--- src/rtl/sd_pkg.sv ---
// Shared definitions for the SD SPI command/response engine: state encoding,
// frame/timing constants and the CRC7 generator polynomial.
package sd_pkg;

  typedef enum logic [2:0] {
    IDLE,
    SEND,
    WAIT,
    RECV,
    TRAIL,
    DONE
  } state_t;

  localparam int unsigned FRAME_LEN  = 48;
  localparam int unsigned NCR_MAX    = 64;
  localparam int unsigned NRC_CYCLES = 8;
  localparam int unsigned R1_LEN     = 8;
  localparam int unsigned R37_LEN    = 40;

  localparam logic [39:0] TIMEOUT_RESP = 40'hFF_FFFF_FFFF;
  // x^7 + x^3 + 1 with the x^7 term implicit
  localparam logic [6:0]  CRC7_POLY    = 7'h09;

  // CMD8 (R7) and CMD58 (R3) carry a 32-bit payload after R1
  function automatic logic isLongResp(input logic [5:0] idx);
    return (idx == 6'd8) || (idx == 6'd58);
  endfunction

endpackage

--- src/rtl/sd_crc7.sv ---
// Combinational CRC7 (x^7+x^3+1, zero seed) over the first 40 bits of a
// command frame, MSB first.
module sd_crc7
  import sd_pkg::*;
(
  input  logic [39:0] data,
  output logic [6:0]  crc
);

  always_comb begin
    crc = '0;
    for (int unsigned i = 0; i < 40; i++) begin
      if (data[39 - i] ^ crc[6]) crc = {crc[5:0], 1'b0} ^ CRC7_POLY;
      else                       crc = {crc[5:0], 1'b0};
    end
  end

endmodule

--- src/rtl/sd_cmd_rp.sv ---
// SD SPI-mode command sender and response receiver: shifts out a 48-bit
// command frame, waits for the card's R1 start bit and captures R1/R3/R7.
module sd_cmd_rp
  import sd_pkg::*;
(
  input  logic        clk,
  input  logic        reset,
  input  logic [5:0]  index,
  input  logic [31:0] argument,
  input  logic        isStart,
  output logic        isBusy,
  output logic        isFinish,
  output logic        DI,
  input  logic        DO,
  output logic [39:0] response
);

  state_t      state, nextState;
  logic [5:0]  idxLat;
  logic [31:0] argLat;
  logic [6:0]  cnt;
  logic [38:0] rxShift;
  logic [6:0]  crc;
  logic [47:0] frame;
  logic        longResp;

  sd_crc7 uCrc (
    .data ({2'b01, idxLat, argLat}),
    .crc  (crc)
  );

  assign frame    = {2'b01, idxLat, argLat, crc, 1'b1};
  assign longResp = isLongResp(idxLat);

  always_ff @(posedge clk or posedge reset) begin
    if (reset) state <= IDLE;
    else       state <= nextState;
  end

  always_comb begin
    nextState = state;
    unique case (state)
      IDLE:    if (isStart) nextState = SEND;
      SEND:    if (cnt == '0) nextState = WAIT;
      WAIT: begin
        if (!DO)                               nextState = RECV;
        else if (cnt == 7'(NCR_MAX - 1))      nextState = TRAIL;
      end
      RECV:    if (cnt == 7'd1) nextState = TRAIL;
      TRAIL:   if (cnt == 7'(NRC_CYCLES - 1)) nextState = DONE;
      DONE:    if (!isStart) nextState = IDLE;
      default: nextState = IDLE;
    endcase
  end

  always_comb begin
    DI       = 1'b1;
    isBusy   = 1'b0;
    isFinish = 1'b0;
    unique case (state)
      SEND: begin
        DI     = frame[cnt[5:0]];
        isBusy = 1'b1;
      end
      WAIT, RECV, TRAIL: isBusy = 1'b1;
      DONE:              isFinish = 1'b1;
      default: ;
    endcase
  end

  // cnt is reused: SEND bit index (down), WAIT Ncr (up), RECV bits left (down), TRAIL Nrc (up)
  always_ff @(posedge clk or posedge reset) begin
    if (reset) begin
      idxLat   <= '0;
      argLat   <= '0;
      cnt      <= '0;
      rxShift  <= '0;
      response <= '0;
    end else begin
      unique case (state)
        IDLE: begin
          if (isStart) begin
            idxLat <= index;
            argLat <= argument;
            cnt    <= 7'(FRAME_LEN - 1);
          end
        end
        SEND: cnt <= (cnt == '0) ? '0 : cnt - 7'd1;
        WAIT: begin
          if (!DO) begin
            // the start bit is the response MSB and is always 0, so clearing suffices
            rxShift <= '0;
            cnt     <= longResp ? 7'(R37_LEN - 1) : 7'(R1_LEN - 1);
          end else if (cnt == 7'(NCR_MAX - 1)) begin
            response <= TIMEOUT_RESP;
            cnt      <= '0;
          end else begin
            cnt <= cnt + 7'd1;
          end
        end
        RECV: begin
          rxShift <= {rxShift[37:0], DO};
          if (cnt == 7'd1) begin
            response <= longResp ? {rxShift, DO} : {32'h0, rxShift[6:0], DO};
            cnt      <= '0;
          end else begin
            cnt <= cnt - 7'd1;
          end
        end
        TRAIL: cnt <= (cnt == 7'(NRC_CYCLES - 1)) ? '0 : cnt + 7'd1;
        default: ;
      endcase
    end
  end

endmodule

--- config.mk ---
export PLATFORM = sky130hd
export DESIGN_NAME = sd_cmd_rp
export DESIGN_NICKNAME = d
export VERILOG_FILES = /design/src/rtl/sd_pkg.sv /design/src/rtl/sd_crc7.sv /design/src/rtl/sd_cmd_rp.sv
export SDC_FILE = /design/constraint.sdc
export NUM_CORES = 1
export LEC_CHECK = 0
export CAP_MARGIN = 20
export CORE_ASPECT_RATIO = 1.4
export CORE_MARGIN = 10
export CORE_UTILIZATION = 60
export DETAILED_ROUTE_END_ITERATION = 16
export GPL_TIMING_DRIVEN = 0
export PLACE_DENSITY = 0.83
export SLEW_MARGIN = 20
export SYNTH_ARGS = -nofsm -noshare
export SYNTH_HDL_FRONTEND = slang
export SYNTH_HIERARCHICAL = 1
export SYNTH_SLANG_ARGS = --single-unit
--- constraint.sdc ---
create_clock -name clk -period 12.2 [get_ports clk]
set_input_delay 1.83 -clock clk [delete_from_list [all_inputs] [get_ports clk]]
set_output_delay 1.83 -clock clk [all_outputs]
set_load 0.02 [all_outputs]
# Word-level counts from Yosys, hierarchy flattened
# Index checks and enable logic that the tools add are counted.
totals:
  inputBits: 42
  wordCells: 179
  regBits: 127
  output_inout_bits: 43
op_classes:
  order_cmp: 1
  n_bitwise: 74
  reduce_logical: 11
  muxes: 66
  n_eq_ne: 19
  addsub: 2
op_table:
  columns: ["op", "count"]
  rows:
  - ["40-bit two-way mux", 4]
  - ["4-bit two-way mux", 38]
  - ["40-bit case mux with 2 select lines", 1]
  - ["39-bit case mux with 2 select lines", 1]
  - ["2-bit inverter", 37]
  - ["7-bit two-way mux", 6]
  - ["39-bit two-way mux", 1]
  - ["7-bit case mux with 5 select lines", 1]
  - ["1-bit bitwise XOR", 34]
  - ["3-bit two-way mux", 7]
  - ["3-bit case mux with 6 select lines", 1]
  - ["2-bit inequality test, second input constant", 8]
  - ["7-bit by 1-bit adder with 7-bit output, second input constant", 1]
  - ["7-bit by 1-bit equality test with 1-bit output, second input constant", 1]
  - ["7-bit by 3-bit equality test with 1-bit output, second input constant", 1]
  - ["7-bit by 6-bit equality test with 1-bit output, second input constant", 1]
  - ["7-bit zero test", 1]
  - ["6-bit by 7-bit less-than comparator with 1-bit output, second input constant", 1]
  - ["7-bit by 1-bit subtractor with 7-bit output, second input constant", 1]
  - ["1-bit binary-select mux with 6-bit select", 1]
  - ["3-bit by 2-bit equality test with 1-bit output, second input constant", 2]
  - ["3-bit equality test, second input constant", 2]
  - ["6-bit by 4-bit equality test with 1-bit output, second input constant", 1]
  - ["6-bit equality test, second input constant", 1]
  - ["other kinds (13)", 20]

# Longest topological paths before layout
logic_depth:
  depth_word: 78
  depth_mapped: 10
  mapped_depth_nobuf: 10

# Hierarchy
# The synthesis kept the hierarchy.
by_module_without_submodules:
  columns: ["mod", "cells_each", "n_inst", "seq_area_each_um2", "area_per_inst_um2"]
  rows:
  - ["sd_cmd_rp", 520, 1, 3178.0, 5838.1]
  - ["sd_crc7", 60, 1, 0.0, 989.7]

# Worst setup path before layout
# No wires, ideal clock.
synth_timing:
  path_type: "reg-to-output"
  from: "register idxLat[4]"
  to: "output port DI"
  path_stages_with_launch: 11
  t_arrival_ps: 3093
  setup_slack_ps: 7277
  path_buffers: 0
  t_required_ps: 10370
  path_cell_list: "dfrtp_1 -> xnor3_1 -> xnor2_4 -> xnor3_1 -> xnor3_2 -> xor2_1 -> nor3b_1 -> a2111oi_0 -> nor4_1 -> o22ai_1 -> a311o_1"
synth_between:
  elab_chain_len: 36
  word_cells_on_any_way: 93
  classes_between: "mux (40); bitwise (53)"
synth_lines:
  columns: ["element", "line", "text"]
  rows:
  - ["from (decl)", "sd_cmd_rp.sv:19", "logic [5:0] idxLat;"]
  - ["from (signal assigned)", "sd_cmd_rp.sv:83", "idxLat <= index;"]
  - ["1-bit bitwise XOR (*)", "sd_crc7.sv:13", "if (data[39 - i] ^ crc[6]) crc = {crc[5:0], 1'b0} ^ CRC7_POLY;"]
  - ["4-bit two-way mux (*)", "sd_crc7.sv:13", null]
  - ["4-bit two-way mux (2 in series)", "sd_crc7.sv:13", null]
  - ["2-bit inverter (no source line)", null, null]
  - ["4-bit two-way mux", "sd_crc7.sv:13", null]
  - ["1-bit bitwise XOR", "sd_crc7.sv:13", null]
  - ["4-bit two-way mux (3 in series)", "sd_crc7.sv:13", null]
  - ["2-bit inverter (no source line)", null, null]
  - ["[... 17 more ...]", null, null]
  - ["2-bit inverter (no source line)", null, null]
  - ["4-bit two-way mux (*)", "sd_crc7.sv:13", null]
  - ["1-bit bitwise XOR (*)", "sd_crc7.sv:13", null]
  - ["4-bit two-way mux (*) (2 in series)", "sd_crc7.sv:13", null]
  - ["named net crc[1]", "sd_cmd_rp.sv:23", "logic [6:0] crc;"]
  - ["1-bit binary-select mux with 6-bit select (*)", "sd_cmd_rp.sv:62", "DI = frame[cnt[5:0]];"]
  - ["1-bit two-way mux (not written as such) (*)", "sd_cmd_rp.sv:62", null]
  - ["1-bit two-way mux (*)", "sd_cmd_rp.sv:60", "unique case (state)"]
  - ["to (decl)", "sd_cmd_rp.sv:13", "output logic DI,"]
# Mark *: on every way through the listed nets, which the timed path passes. The rest lies on a longest branch. The select of a mux whose other input is x is not followed.

# Worst setup path in the final report
layout_timing:
  from: "register idxLat[1]"
  to: "output port DI"
layout_between:
  word_cells_on_any_way: 84
  classes_between: "mux (37); bitwise (47)"
layout_lines:
  columns: ["element", "line"]
  rows:
  - ["1-bit bitwise XOR (*)", "sd_crc7.sv:13"]
  - ["4-bit two-way mux (*)", "sd_crc7.sv:13"]
  - ["1-bit bitwise XOR or 4-bit two-way mux (tied branches)", "sd_crc7.sv:13"]
  - ["4-bit two-way mux", "sd_crc7.sv:13"]
  - ["1-bit bitwise XOR, or another cell as far along", "sd_crc7.sv:13"]
  - ["4-bit two-way mux", "sd_crc7.sv:13"]
  - ["1-bit bitwise XOR, or another cell as far along", "sd_crc7.sv:13"]
  - ["4-bit two-way mux", "sd_crc7.sv:13"]
  - ["[... 14 more ...]", null]
  - ["4-bit two-way mux, or another cell as far along", "sd_crc7.sv:13"]
  - ["4-bit two-way mux", "sd_crc7.sv:13"]
  - ["2-bit inverter (no source line) or 1-bit bitwise XOR (tied branches)", null]
  - ["4-bit two-way mux (*)", "sd_crc7.sv:13"]
  - ["named net crc[3]", "sd_cmd_rp.sv:23"]
  - ["1-bit binary-select mux with 6-bit select (*)", "sd_cmd_rp.sv:62"]
  - ["1-bit two-way mux (not written as such) (*)", "sd_cmd_rp.sv:62"]
  - ["1-bit two-way mux (*)", "sd_cmd_rp.sv:60"]
# Marks and branches as above.

==> out/summary.md <==
In this run the horizontal extent of the chip is 110.2 um. The tools report the required time reported for the critical path endpoint as 10370 ps. Startpoint class of the critical path: a flip-flop. Static timing analysis puts the maximum clock frequency at 0.1579 GHz. During I/O placement, the number of pins put on the boundary was 85. The final hold violation count was 0.

The number of antenna-violating nets in the routed design came out at 0. The tightest min-delay check is of the reg2reg type. Of the cells placed in the final design, the portion with a size suffix greater than 1 is 15.59%. The worst hold margin came out at 482.5 ps. The initial utilization of the core area, before any placement, comes to 60.84%. The maximum buffer depth of the clock tree is 2, and the clock-pin transition on the worst setup and hold timing paths is 60 ps. The H-tree was split into 4 levels.

For the via count of the first global-routing pass, the log shows 5361. The commonest cells after synthesis are sky130_fd_sc_hd__dfrtp_1 (127), sky130_fd_sc_hd__nand2_1 (54), sky130_fd_sc_hd__a21oi_1 (39), sky130_fd_sc_hd__a22o_1 (39), sky130_fd_sc_hd__mux2_2 (38). For the max-slew violation count, the log shows 0. Sorting the synthesized cells by area gives the leading types as sky130_fd_sc_hd__dfrtp_1 (47%), sky130_fd_sc_hd__mux2_2 (6.3%), sky130_fd_sc_hd__xnor3_1 (5.3%).

The row count is 46, and the total half-perimeter wirelength after legalization and detailed placement is 12.21 mm. The logs give 0.01611 sq mm for the area of the die and 17 for the number of buffers inserted during clock tree synthesis. The most critical setup path has its startpoint at idxLat[1]. The measured slew at the worst slew-check pin works out to 771.6 ps. The path depth of the worst reg2reg path came out at 9.

The synthesized flop and latch total is 127. Buffers inserted to repair hold after CTS numbered 0. Entering global routing, the biggest net connects 66 pins.

The run gives 127 as the number of clock sinks seen by CTS. Setup repair after global routing left no endpoint under its margin. The tools report the final design utilization as 75.98%. sky130_fd_sc_hd__dfrtp_1 is the most common cell in the netlist. The critical path in this run is classified as reg2out.

Root cell of the clock tree: sky130_fd_sc_hd__clkbuf_16. The hold path startpoint is response[35]. The post-layout worst setup margin was 5868 ps; the average wire length per cell after detail routing was 19.53 um. The number of cells upsized or downsized after cts is 0.

Dividing the synthesized area by the synthesized cell count gives 11.77 sq um. Clock latency on the worst-skew pair, taken at its later pin, is 420 ps. The routed design could run at a clock period as short as 6332 ps.

Relative to the synthesized area, the layout overhead comes to 24.89%. The tools report the kind of capture point of the worst setup path as an output pin. The initial antenna violation count was 0; the count of buffers inserted at the top-level ports was 84.

The tools report the worst-case headroom to the max-slew limit as 48.22%. The share of the synthesized area in the top cell type came out at 46.55%. Sum of negative setup slack: 0 ps.

The antenna diode count was 0; the first-pass GRT wire length was 26.57 mm. For the number of nets in the layout, the log shows 732. Setup violations remaining at the end of the flow were counted as 0. Clock skew on the completed layout was measured at 8.682 ps.

Summing the sequential cell areas from Yosys gives 46.55% of the chip area. The tool flagged a number of max-cap violations equal to 0. Of the available clock period, the critical path in the final layout requires 51.90%.

The number of enable flip-flop cells after synthesis is 0, and the number of synthesis warnings is 6. In the synthesized netlist the dominant register cell turns out to be sky130_fd_sc_hd__dfrtp_1. The run gives 16.47 mm as the total detailed-routing wirelength. The run gives 0.9130 as the final RePlAce weighted congestion. The total via count in the routed design is 5016. The maximum fanout along the worst path came out at 7. For this run, the detailed router's first-pass iteration total came to 4. Post-CTS timing repair inserted 0 buffers for setup.

Dividing the detail-routed via count by the number of cells gives 5.950. Data arrives at the worst endpoint at 4500 ps. For the gate count of the mapped netlist, the log shows 580.

The die span in y works out to 146.2 um. The cell count of the worst hold path came out at 2. The flow ran to the end, and the final reports show no timing, DRC or antenna violations. The synthesized netlist occupies a cell area of 0.006828 sq mm. The overall track demand over capacity in global routing is 20.94%, and the fraction of synthesis flops using an asynchronous set or reset pin is 100.0%. In this run, the number of DRC markers left after iteration 0 of detailed routing was 205. The run gives 0 as the overflow left after global routing. The tools report the launch instance of the worst register-to-register path as cnt[1]. The largest total area in the synthesized netlist belongs to sky130_fd_sc_hd__dfrtp_1. The floorplan core area is 0.01122 sq mm. TritonCTS built the clock tree. The number of distinct standard cells referenced by the synthesized netlist was 61; the worst slack at placement was 6401 ps. For this run, design rule violations remaining after detail routing come to 0.
-- sequential cells by signal, summed over array words and instances, names as in the netlist --
| register | count |
|---|---|
| response | 40 |
| rxShift | 39 |
| argLat | 32 |
| cnt | 7 |
| idxLat | 6 |
| state | 3 |
-- critical path, stage by stage, from the launching register on --
cell                              delay, ps
sky130_fd_sc_hd__dfrtp_1                460
sky130_fd_sc_hd__xnor3_1                490
sky130_fd_sc_hd__xor2_1                 460
sky130_fd_sc_hd__xor3_1                 470
sky130_fd_sc_hd__xnor3_2                280
sky130_fd_sc_hd__xnor3_1                410
sky130_fd_sc_hd__mux2i_1                 80
sky130_fd_sc_hd__nor4b_1                340
sky130_fd_sc_hd__nor4_1                 100
sky130_fd_sc_hd__o22ai_1                150
sky130_fd_sc_hd__a311o_1                220
sky130_fd_sc_hd__clkdlybuf4s50_1        620
-- area by class of cell --
type | count | area (sq um)
Sequential cell | 127 | 3178
Tap cell | 144 | 180.2
Buffer | 44 | 210.2
Multi-Input combinational cell | 405 | 3425
Fill cell | 725 | 2696
Timing Repair Buffer | 85 | 868.3
Clock inverter | 12 | 181.4
Inverter | 6 | 27.53
Clock buffer | 20 | 456.7
-- layer usage --
metal  global-route usage [%]  wire length (um)
met5                        0                 0
met2                    36.56              8729
met1                    22.43              6135
met3                    4.714               837
met4                    11.40               765
-- logic make-up (layout without fill, tap and decap cells) --
kind of cell / count (synthesis) / after routing / share of synthesized area (%)
buf+inv: 50 / 167 / 3.408
other cells: 2 / 4 / 0.1100
simple gates: 118 / 118 / 8.210
compound gates: 159 / 159 / 15.81
xor+xnor: 65 / 65 / 15.14
fa+ha+maj: 4 / 4 / 0.7330
flops: 127 / 127 / 46.55
mux: 55 / 55 / 10.04
-- stage by stage --
step / cell area, sq um / instances
CTS: 8527 / 843
detailed placement: 7889 / 811
global placement: 7856 / 810
floorplan: 6835 / 582
finish: 8527 / 843
global route: 8527 / 843
-- final timing paths --
path,endpoint,slack (ps)
min,response[35],480
max,DI,5870
max in group asynchronous,rxShift[34],9620
max reg2reg,response[18],9030
min in group asynchronous,idxLat[5],1870
min reg2reg,response[35],480
-- layout by cell type, fill, tap and decap left out, drive strengths merged, types with 3 or more instances in the layout --
cell           instances
a21oi                 39
a22o                  39
a31oi                  3
buf                   23
bufinv                 4
clkbuf                42
clkdlybuf4s50         84
clkinv                 5
conb                   4
dfrtp                127
ha                     4
inv                    8
mux2                  38
mux2i                 10
mux4                   7
nand2                 54
nand2b                 4
nand3                  8
nand3b                 4
nor2                  19
nor2b                  7
nor3                   8
o21ai                 50
o22ai                  4
xnor2                 29
xnor3                 20
xor2                  10
xor3                   6
Power is not shown: default switching activity piles up to over one toggle a cycle in this logic, so the estimate is an artifact.
